==> config.mk <==
export PLATFORM = sky130hd
export DESIGN_NAME = apb_region_decoder
export DESIGN_NICKNAME = d
export VERILOG_FILES = /design/src/rtl/apb_dec_pkg.sv /design/src/rtl/apb_region_match.sv /design/src/rtl/apb_region_decoder.sv
export SDC_FILE = /design/constraint.sdc
export NUM_CORES = 1
export LEC_CHECK = 0
export CAP_MARGIN = 0
export CORE_MARGIN = 3
export CORE_UTILIZATION = 31
export DETAILED_ROUTE_END_ITERATION = 16
export PLACE_DENSITY = 0.85
export SLEW_MARGIN = 10
export SYNTH_ARGS = -nofsm -noshare
export SYNTH_HDL_FRONTEND = slang
export SYNTH_HIERARCHICAL = 1
export SYNTH_SLANG_ARGS = --single-unit
==> constraint.sdc <==
create_clock -name clk_i -period 2.35 [get_ports clk_i]
set_input_delay 0.235 -clock clk_i [delete_from_list [all_inputs] [get_ports clk_i]]
set_output_delay 0.235 -clock clk_i [all_outputs]
set_load 0.005 [all_outputs]
==> src/rtl/apb_dec_pkg.sv <==
// Shared types and default region map for the APB region decoder.
// Contents: FSM state enum, default geometry constants and derived widths.
// No logic; imported by apb_region_match and apb_region_decoder.
package apb_dec_pkg;

  typedef enum logic [1:0] {
    IDLE   = 2'd0,
    ACCESS = 2'd1,
    TOERR  = 2'd2
  } state_t;

  localparam int DEF_ADDR_W         = 8;
  localparam int DEF_DATA_W         = 32;
  localparam int DEF_NUM_REGIONS    = 5;
  localparam int DEF_TIMEOUT_CYCLES = 16;

  // Region k lives in slice k: 0x00-0x0F, 0x10-0x1F, 0x20-0x2F, 0x30-0x3F, 0x40-0x7F.
  localparam logic [DEF_NUM_REGIONS*DEF_ADDR_W-1:0] DEF_BASE_ADDRS = 40'h40_30_20_10_00;
  localparam logic [DEF_NUM_REGIONS*DEF_ADDR_W-1:0] DEF_ADDR_MASKS = 40'hC0_F0_F0_F0_F0;

  // Timeout counter width and slave index width for the default geometry.
  localparam int DEF_CNT_W = $clog2(DEF_TIMEOUT_CYCLES + 1);
  localparam int DEF_IDX_W = $clog2(DEF_NUM_REGIONS);

endpackage

==> src/rtl/apb_region_match.sv <==
// Purpose : mask/compare of an address against every region, lowest index wins.
// Latency : purely combinational. Backpressure: none (no state).
// Ports   : addr -> hit (one-hot or zero), unmapped (no region matched).
module apb_region_match
  import apb_dec_pkg::*;
#(
  parameter int ADDR_W      = DEF_ADDR_W,
  parameter int NUM_REGIONS = DEF_NUM_REGIONS,
  parameter logic [NUM_REGIONS*ADDR_W-1:0] BASE_ADDRS = DEF_BASE_ADDRS,
  parameter logic [NUM_REGIONS*ADDR_W-1:0] ADDR_MASKS = DEF_ADDR_MASKS
) (
  input  logic [ADDR_W-1:0]      addr,
  output logic [NUM_REGIONS-1:0] hit,
  output logic                   unmapped
);

  logic [NUM_REGIONS-1:0] raw_hit;
  logic                   found;

  always_comb begin
    for (int k = 0; k < NUM_REGIONS; k++) begin
      raw_hit[k] = ((addr & ADDR_MASKS[k*ADDR_W +: ADDR_W]) == BASE_ADDRS[k*ADDR_W +: ADDR_W]);
    end
  end

  // Priority encode so overlapping regions still yield a single select.
  always_comb begin
    hit   = '0;
    found = 1'b0;
    for (int k = 0; k < NUM_REGIONS; k++) begin
      if (raw_hit[k] && !found) begin
        hit[k] = 1'b1;
        found  = 1'b1;
      end
    end
    unmapped = !found;
  end

endmodule

==> src/rtl/apb_region_decoder.sv <==
// Purpose : APB address decoder with registered one-hot slave selects, response mux,
//           slave timeout and sticky error log.
// Latency : sel_o valid from the first access cycle; unmapped errors answer with zero wait states.
// Backpressure: slave pready stretches the access phase up to TIMEOUT_CYCLES, then a forced error.
// Ports   : APB master side (psel/penable/paddr -> pready/pslverr/prdata), per-slave
//           select/ready/error/data, error log (err_valid/err_addr, err_clr).
module apb_region_decoder
  import apb_dec_pkg::*;
#(
  parameter int ADDR_W         = DEF_ADDR_W,
  parameter int DATA_W         = DEF_DATA_W,
  parameter int NUM_REGIONS    = DEF_NUM_REGIONS,
  parameter logic [NUM_REGIONS*ADDR_W-1:0] BASE_ADDRS = DEF_BASE_ADDRS,
  parameter logic [NUM_REGIONS*ADDR_W-1:0] ADDR_MASKS = DEF_ADDR_MASKS,
  parameter int TIMEOUT_CYCLES = DEF_TIMEOUT_CYCLES
) (
  input  logic                          clk_i,
  input  logic                          rst_i,
  input  logic                          psel_i,
  input  logic                          penable_i,
  input  logic [ADDR_W-1:0]             paddr_i,
  output logic                          pready_o,
  output logic                          pslverr_o,
  output logic [DATA_W-1:0]             prdata_o,
  output logic [NUM_REGIONS-1:0]        sel_o,
  input  logic [NUM_REGIONS-1:0]        slv_pready_i,
  input  logic [NUM_REGIONS-1:0]        slv_pslverr_i,
  input  logic [NUM_REGIONS*DATA_W-1:0] slv_prdata_i,
  output logic                          err_valid_o,
  output logic [ADDR_W-1:0]             err_addr_o,
  input  logic                          err_clr_i
);

  localparam int CNT_W = $clog2(TIMEOUT_CYCLES + 1);
  localparam logic [CNT_W-1:0] CNT_MAX = CNT_W'(TIMEOUT_CYCLES);
  localparam logic [CNT_W-1:0] TO_LAST = CNT_W'(TIMEOUT_CYCLES - 1);

  state_t                 state;
  logic [ADDR_W-1:0]      addr_q;
  logic                   unmapped_q;
  logic [CNT_W-1:0]       cnt;
  logic [NUM_REGIONS-1:0] hit;
  logic                   unmapped;
  logic                   sel_rdy;
  logic                   sel_err;
  logic [DATA_W-1:0]      sel_rdata;

  apb_region_match #(
    .ADDR_W      (ADDR_W),
    .NUM_REGIONS (NUM_REGIONS),
    .BASE_ADDRS  (BASE_ADDRS),
    .ADDR_MASKS  (ADDR_MASKS)
  ) u_match (
    .addr     (paddr_i),
    .hit      (hit),
    .unmapped (unmapped)
  );

  // sel_o is one-hot or zero, so an AND-OR mux is sufficient.
  always_comb begin
    sel_rdy   = |(slv_pready_i & sel_o);
    sel_err   = |(slv_pslverr_i & sel_o);
    sel_rdata = '0;
    for (int k = 0; k < NUM_REGIONS; k++) begin
      if (sel_o[k]) sel_rdata = sel_rdata | slv_prdata_i[k*DATA_W +: DATA_W];
    end
  end

  // Response to the master. Gated by psel_i in ACCESS so an aborted transfer never responds.
  always_comb begin
    pready_o  = 1'b0;
    pslverr_o = 1'b0;
    prdata_o  = '0;
    unique case (state)
      ACCESS: begin
        if (psel_i) begin
          if (unmapped_q) begin
            pready_o  = 1'b1;
            pslverr_o = 1'b1;
          end else begin
            pready_o  = sel_rdy;
            pslverr_o = sel_err;
            prdata_o  = sel_rdata;
          end
        end
      end
      TOERR: begin
        pready_o  = 1'b1;
        pslverr_o = 1'b1;
      end
      default: ;
    endcase
  end

  always_ff @(posedge clk_i or posedge rst_i) begin
    if (rst_i) begin
      state       <= IDLE;
      addr_q      <= '0;
      unmapped_q  <= 1'b0;
      cnt         <= '0;
      sel_o       <= '0;
      err_valid_o <= 1'b0;
      err_addr_o  <= '0;
    end else begin
      // An errored completion beats a coincident clear.
      if (pready_o && pslverr_o) begin
        err_valid_o <= 1'b1;
        err_addr_o  <= addr_q;
      end else if (err_clr_i) begin
        err_valid_o <= 1'b0;
      end

      unique case (state)
        IDLE: begin
          if (psel_i && !penable_i) begin
            addr_q     <= paddr_i;
            sel_o      <= hit;
            unmapped_q <= unmapped;
            cnt        <= '0;
            state      <= ACCESS;
          end
        end
        ACCESS: begin
          if (!psel_i) begin
            state <= IDLE;
            sel_o <= '0;
          end else if (unmapped_q) begin
            state <= IDLE;
          end else if (sel_rdy) begin
            state <= IDLE;
            sel_o <= '0;
          end else begin
            if (cnt != CNT_MAX) cnt <= cnt + CNT_W'(1);
            // The slave is abandoned here; its select drops for the error cycle.
            if (cnt >= TO_LAST) begin
              state <= TOERR;
              sel_o <= '0;
            end
          end
        end
        TOERR: begin
          state <= IDLE;
          sel_o <= '0;
        end
        default: state <= IDLE;
      endcase
    end
  end

endmodule

After elaboration in Yosys (flattened, before gate mapping)
Index checks and enable logic that the tools add are counted.
{ "totals": {"ff_bits": 30, "in_bits": 183, "word_cells": 96} }
{ "classes": {"n_addsub": 1, "n_lt_le_gt_ge": 1, "n_eq_ne": 15, "muxes": 43, "bitwise_logic": 6, "n_reduce_logical": 23} }
{ "ops": {"columns": ["operator", "n"], "rows": [
  ["two-way mux 32 bit", 8],
  ["OR 32 bit", 4],
  ["two-way mux 5 bit", 10],
  ["two-way mux 1 bit", 15],
  ["one-hot mux 5 bit (3 select lines)", 1],
  ["AND 5 bit", 2],
  ["two-way mux 2 bit", 5],
  ["!= test 2 bit (second input constant)", 5],
  ["!= test 5 bit (second input constant)", 2],
  ["one-hot mux 5 bit (2 select lines)", 1],
  ["OR reduction 5 bit", 2],
  ["== test 4 x 2 -> 1 bit (second input constant)", 2],
  ["logical NOT 8 bit", 1],
  ["logical AND 1 bit", 6],
  ["logical NOT 1 bit", 6],
  ["AND reduction 6 bit", 1],
  ["adder 5 x 1 -> 5 bit (second input constant)", 1],
  ["greater-or-equal comparator 5 x 4 -> 1 bit (second input constant)", 1],
  ["== test 2 x 1 -> 1 bit (second input constant)", 2],
  ["== test 4 x 1 -> 1 bit (second input constant)", 1],
  ["!= test 4 bit (second input constant)", 1],
  ["one-hot mux 1 bit (2 select lines)", 2],
  ["one-hot mux 2 bit (2 select lines)", 1],
  ["AND reduction 2 bit", 2],
  ["6 further kinds", 7]
]} }

Logic depth before layout (Yosys ltp)
Gate-level depths: netlist of run 1.
{ "depth": {"word_depth": 16, "ltp_mapped": 6} }

By module
Netlist of run 1, hierarchy kept.
{ "by_module_without_submodules": {"columns": ["module", "instances", "cells_each", "area_per_inst_um2"], "rows": [
  ["apb_region_decoder", 1, 251, 2339.7],
  ["apb_region_match", 1, 6, 48.8]
]} }

Worst setup path before layout of run 1
OpenSTA, ideal clock, no wires.
{ "synth_path": {"path_kind": "reg-to-reg", "startpoint": "register cnt[0]", "endpoint": "register sel_o[3]", "arrival_ps": 1862, "path_slack_ps": 361, "path_stages_with_launch": 7, "path_cell_list": "dfrtp_1 > ha_1 > and3_1 > ha_1 > a211o_1 > o211ai_2 > mux2_1"} }
{ "synth_between": {"elab_chain_len": 3} }
{ "synth_rtl": {"columns": ["item", "line_no", "source"], "rows": [
  ["from (decl)", "apb_region_decoder.sv:41", "logic [CNT_W-1:0] cnt;"],
  ["from (signal assigned)", "apb_region_decoder.sv:133", "if (cnt != CNT_MAX) cnt <= cnt + CNT_W'(1);"],
  ["greater-or-equal comparator 5 x 4 -> 1 bit", "apb_region_decoder.sv:135", "if (cnt >= TO_LAST) begin"],
  ["!= test 4 bit (no line)", null, null],
  ["AND reduction 4 bit (no line)", null, null],
  ["to (signal assigned)", "apb_region_decoder.sv:117", "sel_o <= hit;"],
  ["to (decl)", "apb_region_decoder.sv:25", "output logic [NUM_REGIONS-1:0] sel_o,"]
]} }
Every way passes these cells.
A chain may end at the register's enable or synchronous reset.

Final worst setup path of run 1
{ "layout_path": {"startpoint": "register sel_o[0]", "endpoint": "output prdata_o[21]"} }
{ "layout_between": {"elab_chain_len": 12} }
{ "layout_rtl": {"columns": ["item", "line_no", "source"], "rows": [
  ["two-way mux 32 bit *", "apb_region_decoder.sv:65", "if (sel_o[k]) sel_rdata = sel_rdata | slv_prdata_i[k*DATA_W +: DATA_W];"],
  ["OR 32 bit", "apb_region_decoder.sv:65", null],
  ["two-way mux 32 bit *", "apb_region_decoder.sv:65", null],
  ["OR 32 bit", "apb_region_decoder.sv:65", null],
  ["two-way mux 32 bit *", "apb_region_decoder.sv:65", null],
  ["OR 32 bit", "apb_region_decoder.sv:65", null],
  ["two-way mux 32 bit *", "apb_region_decoder.sv:65", null],
  ["OR 32 bit", "apb_region_decoder.sv:65", null],
  ["two-way mux 32 bit *", "apb_region_decoder.sv:65", null],
  ["two-way mux 32 bit *", "apb_region_decoder.sv:77", "if (unmapped_q) begin"],
  ["two-way mux 32 bit *", "apb_region_decoder.sv:76", "if (psel_i) begin"],
  ["two-way mux 32 bit *", "apb_region_decoder.sv:74", "unique case (state)"],
  ["to (decl)", "apb_region_decoder.sv:24", "output logic [DATA_W-1:0] prdata_o,"]
]} }
Every way passes the cells marked *; elsewhere a longest branch is shown, timed or not.

==> insert_results.sql, run 1 <==
INSERT INTO impl_metrics (metric_group, metric, value, unit) VALUES
('global_routing', 'grt_max_degree', '35', ''),
('power_and_ir_drop', 'pwr_density_cell', '630', 'nW/µm²'),
('timing', 'final_period_minus_worst_setup_slack', '2.28', 'ns'),
('power_and_ir_drop', 'internal_power', '1950', 'µW'),
('global_routing', 'grt_first_pass_wirelength', '17600', 'µm'),
('floorplanning', 'placeable_core_region', '7370', 'µm²'),
('timing', 'skew', '0.00922', 'ns'),
('power_and_ir_drop', 'power.ir.vdd_worst', '0.665', 'mV'),
('worst_setup_path', 'worst_path_cell_trace', 'buf_4, a222oi_1, a21oi_1, clkdlybuf4s50_1', ''),
('synth', 'ys_async_sr_fraction', '100', '%'),
('clock_network', 'cts_tree', 'done', ''),
('timing', 'final.period_utilization', '96.8', '%'),
('detailed_routing', 'postRouteWirelength', '12000', 'µm'),
('floorplanning', 'initial_core_util', '32.4', '%'),
('layout', 'mostFrequentLayoutCell', 'sky130_fd_sc_hd__clkdlybuf4s50_1', ''),
('worst_setup_path', 'worstPathMaxFanout', '33', ''),
('place', 'gp_congestion', '0.861', ''),
('worst_setup_path', 'critical_path_required', '2.12', 'ns'),
('layout', 'area.sequential', '752', 'µm²'),
('synth', 'count_of_flip_flops_with_a_built_in_enable_after_synthesis', '0', ''),
('synth', 'ys_seq_elements', '30', ''),
('detailed_routing', 'routed-via-count', '3314', ''),
('power_and_ir_drop', 'switching_share', '37.9', '%'),
('clock_network', 'cts.sinks', '30', ''),
('worst_setup_path', 'worstPathArrival', '2.04', 'ns'),
('synth', 'synth_fp_nets', '447', ''),
('floorplanning', 'chipWidth', '93.8', 'µm'),
('clock_network', 'clk_latency', '0.28', 'ns'),
('synth', 'postSynthAreaPerCell', '9.29', 'µm²'),
('timing', 'hold_viol', '0', ''),
('synth', 'synth_ff_type', 'sky130_fd_sc_hd__dfrtp_1', ''),
('layout', 'multi_input_comb_area', '1540', 'µm²'),
('worst_setup_path', 'timing.critical_path.slowest_stage_cell', 'sky130_fd_sc_hd__clkdlybuf4s50_1', ''),
('timing', 'final_max_slew_viol_count', '0', ''),
('place', 'placed_cells_incl_taps', '576', ''),
('place', 'detailedPlacementHpwl', '9470', 'µm'),
('synth', 'yosys_warnings', '6', ''),
('clock_network', 'cts-buffers-inserted', '5', ''),
('global_routing', 'grtUsageTotal', '25.6', '%'),
('detailed_routing', 'post_drt_wl_per_cell', '20.6', 'µm'),
('global_routing', 'grt_antenna_before_repair', '1', ''),
('floorplanning', 'std_cell_rows', '31', ''),
('power_and_ir_drop', 'power.leakage', '0.00194', 'µW'),
('clock_network', 'cts_htree_levels', '2', ''),
('detailed_routing', 'drt_first_iter_violations', '229', ''),
('synth', 'syn_area', '2390', 'µm²'),
('floorplanning', 'top_level_ports', '231', ''),
('clock_network', 'cts.clk_slew.worst_paths', '0.07', 'ns'),
('synth', 'share_of_the_yosys_chip_area_belonging_to_registers', '31.4', '%'),
('layout', 'finalNetCount', '674', ''),
('worst_setup_path', 'worst_path_largest_cell_delay', '0.49', 'ns'),
('worst_setup_path', 'critical_path.endpoint_type', 'output pin', ''),
('place', 'port_buffers', '230', ''),
('flow_run', 'drv_cap', '0', ''),
('global_routing', 'grt_pass1_vias', '3232', ''),
('global_routing', 'grt_overflow', '0', ''),
('layout', 'layout_common_cells', '226 x sky130_fd_sc_hd__clkdlybuf4s50_1, 34 x sky130_fd_sc_hd__a22oi_1, 34 x sky130_fd_sc_hd__a21oi_1', ''),
('layout', 'layout-drive-gt1-share', '10.7', '%'),
('timing', 'fin_worst_hold_slack', '0.321', 'ns'),
('power_and_ir_drop', 'share_comb_of_total_power', '58.3', '%'),
('clock_network', 'cts.root.buffer_cell', 'sky130_fd_sc_hd__clkbuf_8', ''),
('detailed_routing', 'post-route-drc-count', '0', ''),
('layout', 'area_delta_synth_final', '109', '%'),
('outcome', 'status', 'completed', ''),
('timing', 'timing.fmax', '0.440', 'GHz'),
('power_and_ir_drop', 'power_switching', '1190', 'µW'),
('power_and_ir_drop', 'finalPower', '3150', 'µW'),
('timing', 'finalSetupViolCount', '0', ''),
('timing', 'relSlewSlack', '66.5', '%'),
('timing', 'worst-slew-pin-transition', '0.498', 'ns'),
('layout', 'fill_cells', '587', '');
## routing by layer
layer / up-vias / share of wire [%] / routed length [µm] / GRT usage [%]
met1: 1575 / 38 / 4580 / 31.4
met5: - / 0.17 / 20 / 0
met4: 2 / 1.7 / 206 / 5.17
met2: 196 / 50 / 6020 / 45.1
met3: 21 / 9.9 / 1200 / 6.89
li1: 1520 / - / - / -
## Yosys cell counts, drive strengths merged (3+ instances only)
cell type  instances  share of area (%)
mux2              23                 11
dfrtp             30                 31
o21ai              6                1.3
a21oi             37                7.8
ha                 7                3.7
nand2              9                1.5
inv                9                1.4
nor2b              6                1.6
and3               3               0.79
a222oi            33                 14
clkbuf            25                3.9
nand3b             3               0.94
a22oi             35                 11
## cell families (layout without fill, tap and decap cells)
logic type / Yosys count / after routing / synth area share [%]
buf+inv: 36 / 264 / 6.02
flops: 30 / 30 / 31.4
mux: 24 / 24 / 11.3
other cells: 0 / 1 / 0
compound gates: 122 / 122 / 37.8
simple gates: 38 / 38 / 9.80
fa+ha+maj: 7 / 7 / 3.67
## power by group through the flow
stage               Combinational (µW)  Sequential (µW)  Clock (µW)
global placement                  1720              860           0
global route                      1990              900         464
finish                            1840              872         439
CTS                               1800              867         446
floorplan                          919              827           0
detailed placement                1780              871           0
## timing repair
action                                 4_1_cts  5_1_grt
setup endpoints to repair                    1       23
pin swaps                                    1        1
endpoints found under the hold margin        0        0
gates resized for setup                      1       15
setup buffers                                0        0
## per-stage QoR
stage               util [%]  area [µm²]  setup WS, ns   TNS (ns)
floorplan                  -        2390         0.361          0
global placement        65.6        4830         0.105          0
detailed placement      65.6        4830        0.0647          0
CTS                     66.9        4930       0.00667          0
global route            67.7        4990     -0.000338  -0.000338
finish                  67.8        4990        0.0747          0
## worst paths after layout
| check | start | end | slack (ns) | cells after the start |
|---|---|---|---|---|
| max | sel_o[0] | prdata_o[21] | 0.07 | 4 |
| min reg2reg | addr_q[0] | err_addr_o[0] | 0.49 | 1 |
| min | rst_i | cnt[0] | 0.32 | 3 |
| max reg2reg | cnt[0] | sel_o[2] | 0.14 | 6 |
| min in group clk_i | addr_q[0] | err_addr_o[0] | 0.49 | 1 |
| max in group asynchronous | rst_i | sel_o[1] | 1.72 | 3 |
## registers in the layout, indices dropped and copies added, names as in the netlist
signal / flops
unmapped_q: 1
cnt: 5
addr_q: 8
err_addr_o: 8
sel_o: 5
err_valid_o: 1
state: 2
## final cells by class
class	instances	share of cell area [%]
clock buffer	6	1.65
multi-input combinational	191	30.7
timing repair buffer	247	49.1
clock inverter	2	0.251
tap	99	2.48
antenna	1	0.0501
sequential	30	15.1
inverter	9	0.677
## critical path: cells and delay by family (launching register included)
family	cells	cell delay, ns
buffers and inverters	2	0.75
AOI/OAI and AO/OA	2	0.57
DFF	1	0.42
No activity file was read; power rests on OpenSTA's default activity.
==> run 2, diff against run 1 <==
GPL_ROUTABILITY_DRIVEN = 0   (was not set)
GPL_TIMING_DRIVEN = 1   (was not set)
==> insert_results.sql, run 2 (synthesis gave the netlist of run 1 again) <==
INSERT INTO impl_metrics (metric_group, metric, value, unit) VALUES
('outcome', 'status', 'completed', ''),
('floorplanning', 'top_level_ports', '231', ''),
('layout', 'reg_top3', 'addr_q: 8 flops, err_addr_o: 8 flops', ''),
('floorplanning', 'std_cell_rows', '31', ''),
('timing', 'relSlewSlack', '68.1', '%'),
('timing', 'grt_setup_unrepaired', 'no', ''),
('layout', 'area_delta_synth_final', '110', '%'),
('detailed_routing', 'detail_route.vias_per_cell', '5.69', ''),
('global_routing', 'grt_overflow', '0', ''),
('clock_network', 'cts.root.buffer_cell', 'sky130_fd_sc_hd__clkbuf_8', ''),
('min_path', 'hold_path_class', 'in2async', ''),
('detailed_routing', 'routed-via-count', '3330', ''),
('power_and_ir_drop', 'power.ir.vdd_worst', '0.649', 'mV'),
('timing', 'worst-slew-pin-transition', '0.473', 'ns'),
('flow_run', 'drv_cap', '0', ''),
('clock_network', 'cts_htree_levels', '2', ''),
('floorplanning', 'vertical_die_dimension', '93.8', 'µm'),
('timing', 'finalSetupViolCount', '0', ''),
('worst_setup_path', 'path_class', 'reg2out', ''),
('timing', 'fin_setup_tns', '0', 'ns'),
('global_routing', 'grt_pass1_vias', '3323', ''),
('timing', 'layout_setup_ws', '0.0347', 'ns'),
('detailed_routing', 'postRouteAntennaNets', '0', ''),
('power_and_ir_drop', 'pwr_density_cell', '644', 'nW/µm²'),
('worst_setup_path', 'worstPathArrival', '2.08', 'ns'),
('floorplanning', 'chipWidth', '93.8', 'µm'),
('layout', 'final_util', '68.1', '%'),
('layout', 'diodes', '0', ''),
('worst_setup_path', 'worstSetupStartpointType', 'flip-flop', ''),
('clock_network', 'clk_latency', '0.28', 'ns'),
('layout', 'layout-drive-gt1-share', '11.3', '%'),
('global_routing', 'grt_max_degree', '35', ''),
('place', 'preCtsSetupSlack', '0.0813', 'ns'),
('timing', 'hold_viol', '0', ''),
('worst_setup_path', 'critical_path.endpoint_type', 'output pin', ''),
('clock_network', 'cts.sinks', '30', ''),
('detailed_routing', 'total_iterations_of_the_first_detailed_routing_run', '6', ''),
('clock_network', 'clock_path_buffers', '2', ''),
('clock_network', 'cts.clk_slew.worst_paths', '0.06', 'ns'),
('floorplanning', 'placeable_core_region', '7370', 'µm²'),
('place', 'port_buffers', '230', ''),
('timing', 'timing.fmax', '0.432', 'GHz'),
('detailed_routing', 'postRouteWirelength', '12000', 'µm'),
('timing', 'final_period_minus_worst_setup_slack', '2.32', 'ns'),
('floorplanning', 'initial_core_util', '32.4', '%'),
('worst_setup_path', 'startpoint_of_the_worst_slack_reg_to_reg_timing_path', 'cnt[0]', ''),
('detailed_routing', 'drt_first_iter_violations', '241', ''),
('worst_setup_path', 'timing.reg2reg.worst_path_depth', '6', ''),
('worst_setup_path', 'critical_path_required', '2.12', 'ns'),
('power_and_ir_drop', 'power.leakage', '0.00193', 'µW'),
('global_routing', 'grt_first_pass_wirelength', '17300', 'µm'),
('detailed_routing', 'post-route-drc-count', '0', ''),
('worst_setup_path', 'critPathTopFamily', 'buffers and inverters', ''),
('floorplanning', 'fp.dieArea', '8790', 'µm²'),
('timing', 'final_max_slew_viol_count', '0', ''),
('layout', 'mostFrequentLayoutCell', 'sky130_fd_sc_hd__clkdlybuf4s50_1', ''),
('worst_setup_path', 'critPathBufInv', '2', ''),
('worst_setup_path', 'worst_path_cell_trace', 'buf_4, a222oi_1, a21oi_1, clkdlybuf4s50_1', ''),
('place', 'detailedPlacementHpwl', '9370', 'µm'),
('layout', 'layout_common_cells', '228 x sky130_fd_sc_hd__clkdlybuf4s50_1, 34 x sky130_fd_sc_hd__a22oi_1, 33 x sky130_fd_sc_hd__a222oi_1, 33 x sky130_fd_sc_hd__a21oi_1, 29 x sky130_fd_sc_hd__dfrtp_1', ''),
('detailed_routing', 'post_drt_wl_per_cell', '20.5', 'µm'),
('worst_setup_path', 'reg2reg_to', 'sel_o[3]', ''),
('layout', 'finalNetCount', '676', ''),
('worst_setup_path', 'worstPathMaxFanout', '32', ''),
('clock_network', 'cts_tree', 'done', ''),
('global_routing', 'grtUsageTotal', '25.1', '%'),
('timing', 'skew', '0.00645', 'ns'),
('global_routing', 'grt_antenna_before_repair', '2', ''),
('worst_setup_path', 'r2r_slack', '0.14', 'ns'),
('timing', 'final.period_utilization', '98.5', '%'),
('worst_setup_path', 'worst_path_largest_cell_delay', '0.49', 'ns'),
('layout', 'fill_cells', '576', ''),
('clock_network', 'cts-buffers-inserted', '5', ''),
('worst_setup_path', 'timing.critical_path.slowest_stage_cell', 'sky130_fd_sc_hd__clkdlybuf4s50_1', '');
-- run 2: cell count changes in the layout (fill, tap and decap cells not counted) --
cell / change
sky130_fd_sc_hd__diode_2: -1
sky130_fd_sc_hd__clkinv_2: -1
sky130_fd_sc_hd__buf_6: -1
sky130_fd_sc_hd__a21oi_1: -1
sky130_fd_sc_hd__buf_4: +3
sky130_fd_sc_hd__ha_1: -1
sky130_fd_sc_hd__bufinv_16: +1
sky130_fd_sc_hd__dlymetal6s2s_1: -2
sky130_fd_sc_hd__a21oi_2: +1
sky130_fd_sc_hd__clkinvlp_4: -1
sky130_fd_sc_hd__clkdlybuf4s50_1: +2
sky130_fd_sc_hd__ha_2: +1
-- run 2: routing by layer --
metal	routed length [µm]	vias to the layer above	GRT usage [%]
met3	1150	22	7.13
met5	34	-	0
li1	-	1514	-
met2	5980	197	44.4
met1	4590	1593	29.8
met4	244	4	6.26
-- run 2: how the worst max path moves through the flow --
stage / endpoint / cells after the start / slack (ns) / start
after floorplan: sel_o[3] / 6 / 0.36 / cnt[0]
after global placement: pslverr_o / 4 / 0.13 / psel_i
after detailed placement: pslverr_o / 4 / 0.08 / psel_i
after CTS: pslverr_o / 5 / 0.004 / state[1]
after global routing: pready_o / 6 / 0.01 / state[0]
final: prdata_o[21] / 4 / 0.03 / sel_o[0]
-- run 2: report_power, final --
part	internal (µW)	total, µW	switching (µW)
Combinational	1010	1830	824
Clock	339	526	187
Sequential	712	875	164
Total	2060	3230	1170
-- run 2: metrics by stage --
step	area (µm²)	hold slack [ns]	cells	total power [µW]
6_report	5020	0.323	585	3230
5_1_grt	5020	0.373	585	3440
4_1_cts	4950	0.330	583	3190
3_5_place_dp	4830	0.478	576	2640
3_3_place_gp	4830	0.463	576	2570
2_1_floorplan	2390	0.326	257	1750
-- run 2: worst reg2reg max path: cells and delay by family (launching register included) --
family                   cells  cell delay, ns
AO/OA/AOI/OAI                2            0.69
adder cells (fa/ha/maj)      2            0.42
flip-flops                   1            0.42
multiplexers                 1            0.38
AND/OR/NAND/NOR              1            0.19
-- run 2: cell type report --
class,instances,area (µm²),share of cell area [%]
Tap cell,99,124,2.47
Inverter,9,33.8,0.673
Sequential cell,30,752,15.0
Clock buffer,6,82.6,1.64
Multi-Input combinational cell,191,1540,30.7
Timing Repair Buffer,249,2460,48.9
Clock inverter,1,30.0,0.598
-- run 2: what timing repair did --
| action | in CTS | in global routing |
|---|---|---|
| resized for setup | 1 | 14 |
| pin swaps | 1 | 1 |
| buffers inserted | 0 | 2 |
| endpoints found under the setup margin | 1 | 24 |
| hold endpoints to repair | 0 | 0 |
| hold buffers | 0 | 0 |
| gates cloned | 0 | 0 |
